**src/rtl/pipe_pkg.sv**
```systemverilog
// Shared helpers for the pipe register chain.
package pipe_pkg;

    // Width needed to count 0..depth occupied stages.
    function automatic int count_width(input int depth);
        return $clog2(depth + 1);
    endfunction

endpackage

```
**src/rtl/pipe_stage.sv**
```systemverilog
// One register stage of the chain: a valid bit plus a data word.
module pipe_stage
    import pipe_pkg::*;
#(
    parameter int DSIZE      = 8,
    parameter int CLEAR_DATA = 1
) (
    input  logic             clock,
    input  logic             rst_n,
    input  logic             flush,
    input  logic             ld,
    input  logic             in_vld,
    input  logic [DSIZE-1:0] in_data,
    output logic             vld,
    output logic [DSIZE-1:0] data
);

    always_ff @(posedge clock or negedge rst_n) begin
        if (!rst_n) begin
            vld  <= 1'b0;
            data <= '0;
        end else if (flush) begin
            vld <= 1'b0;
            if (CLEAR_DATA != 0) data <= '0;
        end else if (ld) begin
            vld <= in_vld;
            if (in_vld) begin
                data <= in_data;
            end else if (CLEAR_DATA != 0) begin
                data <= '0;
            end
        end
    end

endmodule

```
**src/rtl/pipe_reg_chain.sv**
```systemverilog
// Bubble-collapsing register pipeline with backpressure, occupancy count and
// sticky overflow flag.
module pipe_reg_chain
    import pipe_pkg::*;
#(
    parameter int DSIZE      = 8,
    parameter int DEPTH      = 4,
    parameter int CLEAR_DATA = 1
) (
    input  logic                             clock,
    input  logic                             rst_n,
    input  logic                             wr_en,
    input  logic [DSIZE-1:0]                 indata,
    input  logic                             flush,
    input  logic                             low_empty,
    output logic                             high_reload,
    output logic                             valid,
    output logic [DSIZE-1:0]                 outdata,
    output logic                             curr_empty,
    output logic                             sum_empty,
    output logic [count_width(DEPTH)-1:0]    count,
    output logic                             overflow
);

    localparam int CW = count_width(DEPTH);

    logic [DEPTH-1:0] vld;
    logic [DEPTH-1:0] adv;
    logic [DEPTH-1:0] ld;
    logic [DSIZE-1:0] data [DEPTH];
    logic             push;
    logic             pop;

    // A stage advances when any stage downstream of it is empty or the
    // output word is taken; unrolled from the output end to avoid a
    // self-referencing vector.
    always_comb begin
        logic run;
        run = low_empty;
        for (int i = DEPTH - 1; i >= 0; i--) begin
            adv[i] = run;
            run    = run | ~vld[i];
        end
    end

    assign ld = ~vld | adv;

    for (genvar i = 0; i < DEPTH; i++) begin : g_stage
        if (i == 0) begin : g_head
            pipe_stage #(
                .DSIZE      (DSIZE),
                .CLEAR_DATA (CLEAR_DATA)
            ) u_stage (
                .clock   (clock),
                .rst_n   (rst_n),
                .flush   (flush),
                .ld      (ld[i]),
                .in_vld  (wr_en),
                .in_data (indata),
                .vld     (vld[i]),
                .data    (data[i])
            );
        end else begin : g_body
            pipe_stage #(
                .DSIZE      (DSIZE),
                .CLEAR_DATA (CLEAR_DATA)
            ) u_stage (
                .clock   (clock),
                .rst_n   (rst_n),
                .flush   (flush),
                .ld      (ld[i]),
                .in_vld  (vld[i-1]),
                .in_data (data[i-1]),
                .vld     (vld[i]),
                .data    (data[i])
            );
        end
    end

    assign high_reload = ld[0];
    assign valid       = vld[DEPTH-1];
    assign outdata     = data[DEPTH-1];
    assign curr_empty  = ~vld[DEPTH-1];
    assign sum_empty   = ~|vld;

    assign push = wr_en & ld[0];
    assign pop  = vld[DEPTH-1] & low_empty;

    always_ff @(posedge clock or negedge rst_n) begin
        if (!rst_n) begin
            count <= '0;
        end else if (flush) begin
            count <= '0;
        end else if (push && !pop) begin
            count <= count + CW'(1);
        end else if (!push && pop) begin
            count <= count - CW'(1);
        end
    end

    // Flush drops the write silently rather than counting it as lost.
    always_ff @(posedge clock or negedge rst_n) begin
        if (!rst_n) begin
            overflow <= 1'b0;
        end else if (!flush && wr_en && !ld[0]) begin
            overflow <= 1'b1;
        end
    end

endmodule

```
**config.mk**
```make
export PLATFORM = sky130hd
export DESIGN_NAME = pipe_reg_chain
export DESIGN_NICKNAME = d
export VERILOG_FILES = /design/src/rtl/pipe_pkg.sv /design/src/rtl/pipe_stage.sv /design/src/rtl/pipe_reg_chain.sv
export SDC_FILE = /design/constraint.sdc
export NUM_CORES = 1
export LEC_CHECK = 0
export ABC_AREA = 0
export BUFFER_PORTS_ARGS = -buffer_cell sky130_fd_sc_hd__buf_2
export CAP_MARGIN = 25
export CORE_ASPECT_RATIO = 1.25
export CORE_MARGIN = 2
export CORE_UTILIZATION = 49
export DETAILED_ROUTE_END_ITERATION = 8
export MAX_ROUTING_LAYER = met4
export PLACE_DENSITY_LB_ADDON = 0.25
export SYNTH_ARGS = -nofsm -noshare
export SYNTH_HDL_FRONTEND = slang
export SYNTH_SLANG_ARGS = --single-unit
export TNS_END_PERCENT = 20
```
**constraint.sdc**
```tcl
create_clock -name clock -period 1.89 [get_ports clock]
set_clock_uncertainty 0.05 [all_clocks]
set_input_delay 0.4725 -clock clock [delete_from_list [all_inputs] [get_ports clock]]
set_output_delay 0.4725 -clock clock [all_outputs]
set_load 0.05 [all_outputs]
```
==> flow_summary.yaml, run 1 <==
setup_path:
  cp_common_cell: "buf_6"
  cp-end-kind: "output port"
  arrival_ps: 1320
  timing.critical_path.buf_inv: 2
  critPathMaxFanout: 5
  worst-path-stages: 4
  crit_path_top_delay_cell: "dfrtp_1"
  reg2reg_slack_ps: 60
  startpoint_type: "register"
  crit_type: "reg -> out"
  crit_chain: "buf_6, and4b_1, nand2_2, buf_6"
  rr_worst_depth: 5
  slowest_delay_ps: 410
  cpLargestDelayFamily: "flip-flops"
  crit_required_ps: 1370
clocking:
  htreeDepth: 2
  clk_pin_slew_ps: 70
  numCtsBuffers: 5
  holdBufCountCts: 0
  clk_latency_ps: 280
  cts_tree: "built"
  clock_tree.buffer_depth: 2
  cts_root_buf: "clkbuf_8"
  cts.sinks: 40
detailed_routing:
  ant_nets: 0
  drc: 0
  routedWlPerCell_um: 14.9
  drtIter0Drc: 39
  viasPerCell: 5.62
  vias: 1225
  postRouteWirelength_um: 3250
  firstDrtPassIters: 4
floorplanning:
  core_area_sq_um: 3450
  dieWidth_um: 57.4
  ios: 29
  initial_core_util_pct: 50.5
  dieArea_sq_um: 4060
  num_rows: 24
  die_h_um: 70.7
timing:
  finalSetupViolCount: 0
  fin_ws_ps: 49.2
  tns_ps: 0
  worst_slew_pin_slew_ps: 446
  finalHoldViolations: 0
  slew_viol_final: 0
  fin_hold_ws_ps: 73.7
  grt_setup_unrepaired: "yes"
  slew-limit-headroom_pct: 70.1
  fin_crit_ps: 1840
  clock.fmax_ghz: 0.543
  finalCritPeriodShare_pct: 97.4
logic_synthesis:
  synth_enable_flop_cells: 0
  syn_inst: 145
  ys_warn_count: 0
  synth_seq_cells: 40
  syn_avg_cell_area_sq_um: 12.0
  syn_area_sq_um: 1740
  syn_nets: 159
  async_reset_ff_share_pct: 100
  yosysSeqAreaShare_pct: 57.4
  ys.flop_type: "dfrtp_1"
  synth_cell_types: 32
layout:
  fin_util_pct: 61.4
  antenna-diode-count: 0
  nNetsFinal: 193
  regArea_sq_um: 1000
  nFillCells: 283
  drive_gt1_share_pct: 35.8
  multi_input_comb_area_sq_um: 661
  area_growth_syn_to_layout_pct: 21.7
global_route:
  grt-ovfl-total: 0
  grt_pass1_vias: 1227
  grt_pass1_wl_um: 5560
  antenna_found_initial: 0
  global_route.usage.total_pct: 18.4
  grt_max_degree: 23
min_path:
  hold_class: "in -> async"
placed_design:
  io_buffers: 28
  pre_cts_ws_ps: -168
  gp_congestion: 0.818
  dp_hpwl_um: 2440
power_and_ir_drop:
  ir_worst_vdd_mv: 0.724
  p_leak_uw: 0.00102
  power_density_nw_per_um2: 879
status:
  status: "finished clean"
job:
  max_cap_violations: 0
## sequential cells by signal, summed over array words and instances (netlist names)
| name | cells |
|---|---|
| g_stage.g_head.u_stage.vld | 1 |
| count | 3 |
| g_stage.g_head.u_stage.data | 8 |
| overflow | 1 |
| g_stage.g_body.u_stage.data | 24 |
| g_stage.g_body.u_stage.vld | 3 |
## synth_stat cells, types with 3 or more instances
cell type	n	share of area, %
a22o_1	24	12
dfrtp_1	40	57
buf_4	9	3.9
nor2b_1	3	1.1
inv_1	4	0.86
nand3_1	8	2.3
buf_2	4	1.1
nand2b_1	4	1.4
nand2_1	9	1.9
nor2_1	5	1.1
a21oi_1	10	2.9
## power breakdown
| group | switching (uW) | leakage (uW) | internal [uW] |
|---|---|---|---|
| logic | 117 | 0.000404 | 70.5 |
| clock network | 271 | 0.0000642 | 519 |
| registers | 12.5 | 0.000548 | 875 |
| total | 401 | 0.00102 | 1460 |
## layout make-up
cell class                      count  area share, %
Inverter                            4          0.708
Clock inverter                      2           2.83
Clock buffer                        5           3.24
Timing Repair Buffer               41           12.6
Multi-Input combinational cell     87           31.1
Sequential cell                    40           47.2
Tap cell                           39           2.30
## per-layer routing
metal	vias up	part of all wire [%]	GRT usage [%]
met3	2	4.5	5.48
met2	34	54	30.7
met4	0	0.52	6.20
met5	-	0	-
met1	606	41	21.0
li1	583	-	-
## logic make-up (layout without fill, tap and decap cells)
family          Yosys count  after routing  synth area share (%)
buf+inv                  18             52                  6.53
mux                       3              3                  1.94
fa+ha+maj                 1              1                  1.15
flops                    40             40                  57.4
simple gates             40             40                  13.1
compound gates           43             43                  19.9
## through the flow
| stage | instances | power, uW | instance area [sq um] |
|---|---|---|---|
| final | 218 | 1870 | 2120 |
| after floorplan | 145 | 1020 | 1770 |
| after global placement | 209 | 1080 | 1950 |
| after CTS | 216 | 1880 | 2100 |
| after global routing | 218 | 1940 | 2120 |
| after detailed placement | 209 | 1090 | 1950 |
## cell usage in the layout, fill, tap and decap left out, drive strengths merged
cell / netlist / final
a21boi: 1 / 1
a21oi: 12 / 12
a221oi: 1 / 1
a22o: 24 / 24
a31oi: 1 / 1
and2: 1 / 1
and3b: 1 / 1
and4b: 1 / 1
buf: 14 / 41
bufinv: 0 / 2
clkbuf: 0 / 5
dfrtp: 40 / 40
fa: 1 / 1
inv: 4 / 4
mux2: 3 / 3
nand2: 9 / 9
nand2b: 4 / 4
nand3: 8 / 8
nand4: 1 / 1
nand4b: 1 / 1
nor2: 8 / 8
nor2b: 3 / 3
nor3: 1 / 1
nor3b: 1 / 1
nor4: 1 / 1
o21ai: 2 / 2
o21bai: 1 / 1
o31ai: 1 / 1
## worst reg2reg max path, stage by stage, from the launching register on
cell,delay (ps)
dfrtp_2,410
nand4_1,120
and2_4,160
fa_2,380
a221oi_2,240
mux2_1,340
## final timing paths
path	startpoint	end
setup / recovery	g_stage[2].g_body.u_stage.vld	high_reload
hold / removal	rst_n	overflow
setup reg to reg	g_stage[3].g_body.u_stage.vld	count[2]
hold reg to reg	overflow	overflow
max in group asynchronous	rst_n	g_stage[3].g_body.u_stage.vld
min in group clock	indata[5]	g_stage[0].g_head.u_stage.data[5]
## repair_timing
action / CTS / global route
gates resized for setup: 6 / 3
endpoints found under the setup margin: 3 / 3
endpoints found under the hold margin: 0 / 0
setup buffers: 0 / 2
pin swaps: 1 / 5
Power figures use the tool's default switching activity.
==> run 2, diff against run 1 <==
Settings changed: CORE_UTILIZATION 49 to 55.
Clock period 1.89 ns to 1.9 ns, I/O delays scaled along.
==> run 2 against run 1 <==
  * The run now ends with negative setup slack left
  * Sequential share of layout area rose by 0.82 points
  * Die area fell by 10%
  * Combinational power barely moved
  * Critical path depth fell by 1
  * Sequential power fell by 0.5%
  * First-iteration DRC count fell by 10%
  * Core utilization rose by 8.7 points
  * Flip-flop and latch count did not move
  * Wire length rose by 0.40%
  * Register-to-register slack got worse by 40 ps
  * Non-clock buffer count rose by 1
  * Critical endpoint is now sum_empty
  * Largest cell class unchanged
  * Highest routed layer unchanged
==> flow_summary.yaml, run 2 (synthesis results as in run 1) <==
status:
  status: "complete, but fails checks"
  violations: "negative setup slack"
timing:
  grt_setup_unrepaired: "yes"
  tns_ps: -0.570
  fin_ws_ps: -0.570
  clock.fmax_ghz: 0.526
  finalCritPeriodShare_pct: 100
  finalHoldViolations: 0
  slew-limit-headroom_pct: 58.7
  fin_crit_ps: 1900
  finalSetupViolCount: 1
  worst_slew_pin_slew_ps: 620
  slew_viol_final: 0
setup_path:
  startpoint_type: "register"
  slowest_delay_ps: 420
  cp-end-kind: "output port"
  reg2reg_slack_ps: 20
  crit_required_ps: 1370
  timing.critical_path.buf_inv: 2
  crit_path_top_delay_cell: "dfrtp_1"
  r2r-start: "g_stage[3].g_body.u_stage.vld"
  crit_type: "reg -> out"
  cp_common_cell: "buf_6"
  rr_worst_depth: 6
  rr_endpoint: "count[2]"
  arrival_ps: 1380
  cpLargestDelayFamily: "flip-flops"
  crit_chain: "buf_6, nor4_4, buf_6"
  critPathMaxFanout: 4
global_route:
  antenna_found_initial: 0
  grt_pass1_wl_um: 5630
  grt_max_degree: 30
  global_route.usage.total_pct: 22.5
  grt_pass1_vias: 1297
  grt-ovfl-total: 0
layout:
  drive_gt1_share_pct: 36.1
  layout_common_cells: "dfrtp_1 (39), buf_2 (26), a22o_1 (24)"
  reg_top3: "g_stage.g_body.u_stage.data x24, g_stage.g_head.u_stage.data x8"
  antenna-diode-count: 0
  regArea_sq_um: 1000
  top_register: "g_stage.g_body.u_stage.data"
  largest_register_ffs: 24
  multi_input_comb_area_sq_um: 661
  area_growth_syn_to_layout_pct: 19.6
  nFillCells: 223
  nNetsFinal: 194
  final_cells: 216
  final_common_cell: "dfrtp_1"
power_and_ir_drop:
  power_density_nw_per_um2: 836
  ir_worst_vdd_mv: 0.827
  power_uw: 1740
  p_leak_uw: 0.00100
clocking:
  cts_tree: "built"
  clk_latency_ps: 350
  clock_tree.buffer_depth: 2
  htreeDepth: 2
  numCtsBuffers: 5
  cts_root_buf: "clkbuf_4"
  holdBufCountCts: 0
  clk_pin_slew_ps: 110
  cts.sinks: 40
placed_design:
  pre_cts_ws_ps: -174
  io_buffers: 28
  dpl.cell_count: 207
  dp_hpwl_um: 2400
  gp_congestion: 0.767
floorplanning:
  die_h_um: 67.0
  ios: 29
  dieArea_sq_um: 3640
  num_rows: 22
  dieWidth_um: 54.4
  initial_core_util_pct: 58.7
  core_area_sq_um: 2970
detailed_routing:
  routedWlPerCell_um: 15.1
  drtIter0Drc: 35
  ant_nets: 0
  dr_wl_met2_um: 1710
  viasPerCell: 5.66
  wl_met3_um: 158
  postRouteWirelength_um: 3260
  vias: 1222
  wl_met1_um: 1380
  firstDrtPassIters: 5
  maxUsedRoutingLayer: "met4"
  drc: 0
job:
  max_cap_violations: 0
min_path:
  hold_class: "in -> async"
run 2: changes by cell type in the layout (fill, tap and decap cells not counted):
cell and delta:
clkbuf_8 -5, clkbuf_4 +5, buf_6 +1, buf_4 +1
buf_12 -1
run 2: area by class of cell:
| type | count | share of cell area (%) |
|---|---|---|
| inverters | 4 | 0.720 |
| well taps | 36 | 2.16 |
| clock buffers | 5 | 1.80 |
| multi-input cells | 87 | 31.7 |
| flip-flops and latches | 40 | 48.1 |
| clock inverters | 2 | 2.88 |
| repair buffers | 42 | 12.7 |
run 2: how the worst max path moves through the flow:
| stage | startpoint | end | slack [ps] | cells past startpoint |
|---|---|---|---|---|
| final | g_stage[2].g_body.u_stage.vld | sum_empty | -0.6 | 3 |
| after global routing | g_stage[3].g_body.u_stage.vld | count[2] | -50 | 6 |
| after CTS | g_stage[1].g_body.u_stage.vld | high_reload | -20 | 4 |
| after detailed placement | low_empty | count[2] | -170 | 7 |
| after global placement | wr_en | count[2] | -90 | 6 |
| after floorplan | g_stage[3].g_body.u_stage.vld | count[2] | -170 | 7 |
run 2: what timing repair did:
action | CTS | global route
resized for setup | 7 | 3
pin swaps | 2 | 4
setup endpoints to repair | 3 | 3
buffers inserted | 2 | 0
run 2: routing by layer:
| metal | global-route usage, % | vias to the layer above |
|---|---|---|
| met5 | - | - |
| met1 | 25.0 | 603 |
| met4 | 10.3 | 0 |
| met3 | 4.71 | 2 |
| li1 | - | 585 |
| met2 | 37.8 | 32 |
run 2: worst register-to-register path: stages, from the launching register on:
cell and delay, ps:
dfrtp_2 460, a21boi_2 150, and2_4 160, fa_2 230, nor2b_1 70, a221oi_2 280, mux2_1 350
run 2: where the power goes:
part | switching [uW] | internal, uW
registers | 12.7 | 870
logic | 118 | 70.3
clock network | 270 | 403
total | 400 | 1340
run 2: per-stage QoR:
step	utilization (%)	hold WS, ps	instance area, sq um
detailed placement	65.4	411	1940
finish	70.2	72.9	2090
floorplan	-	129	1770
global route	70.2	97.7	2090
global placement	65.4	404	1940
CTS	69.9	80.5	2080
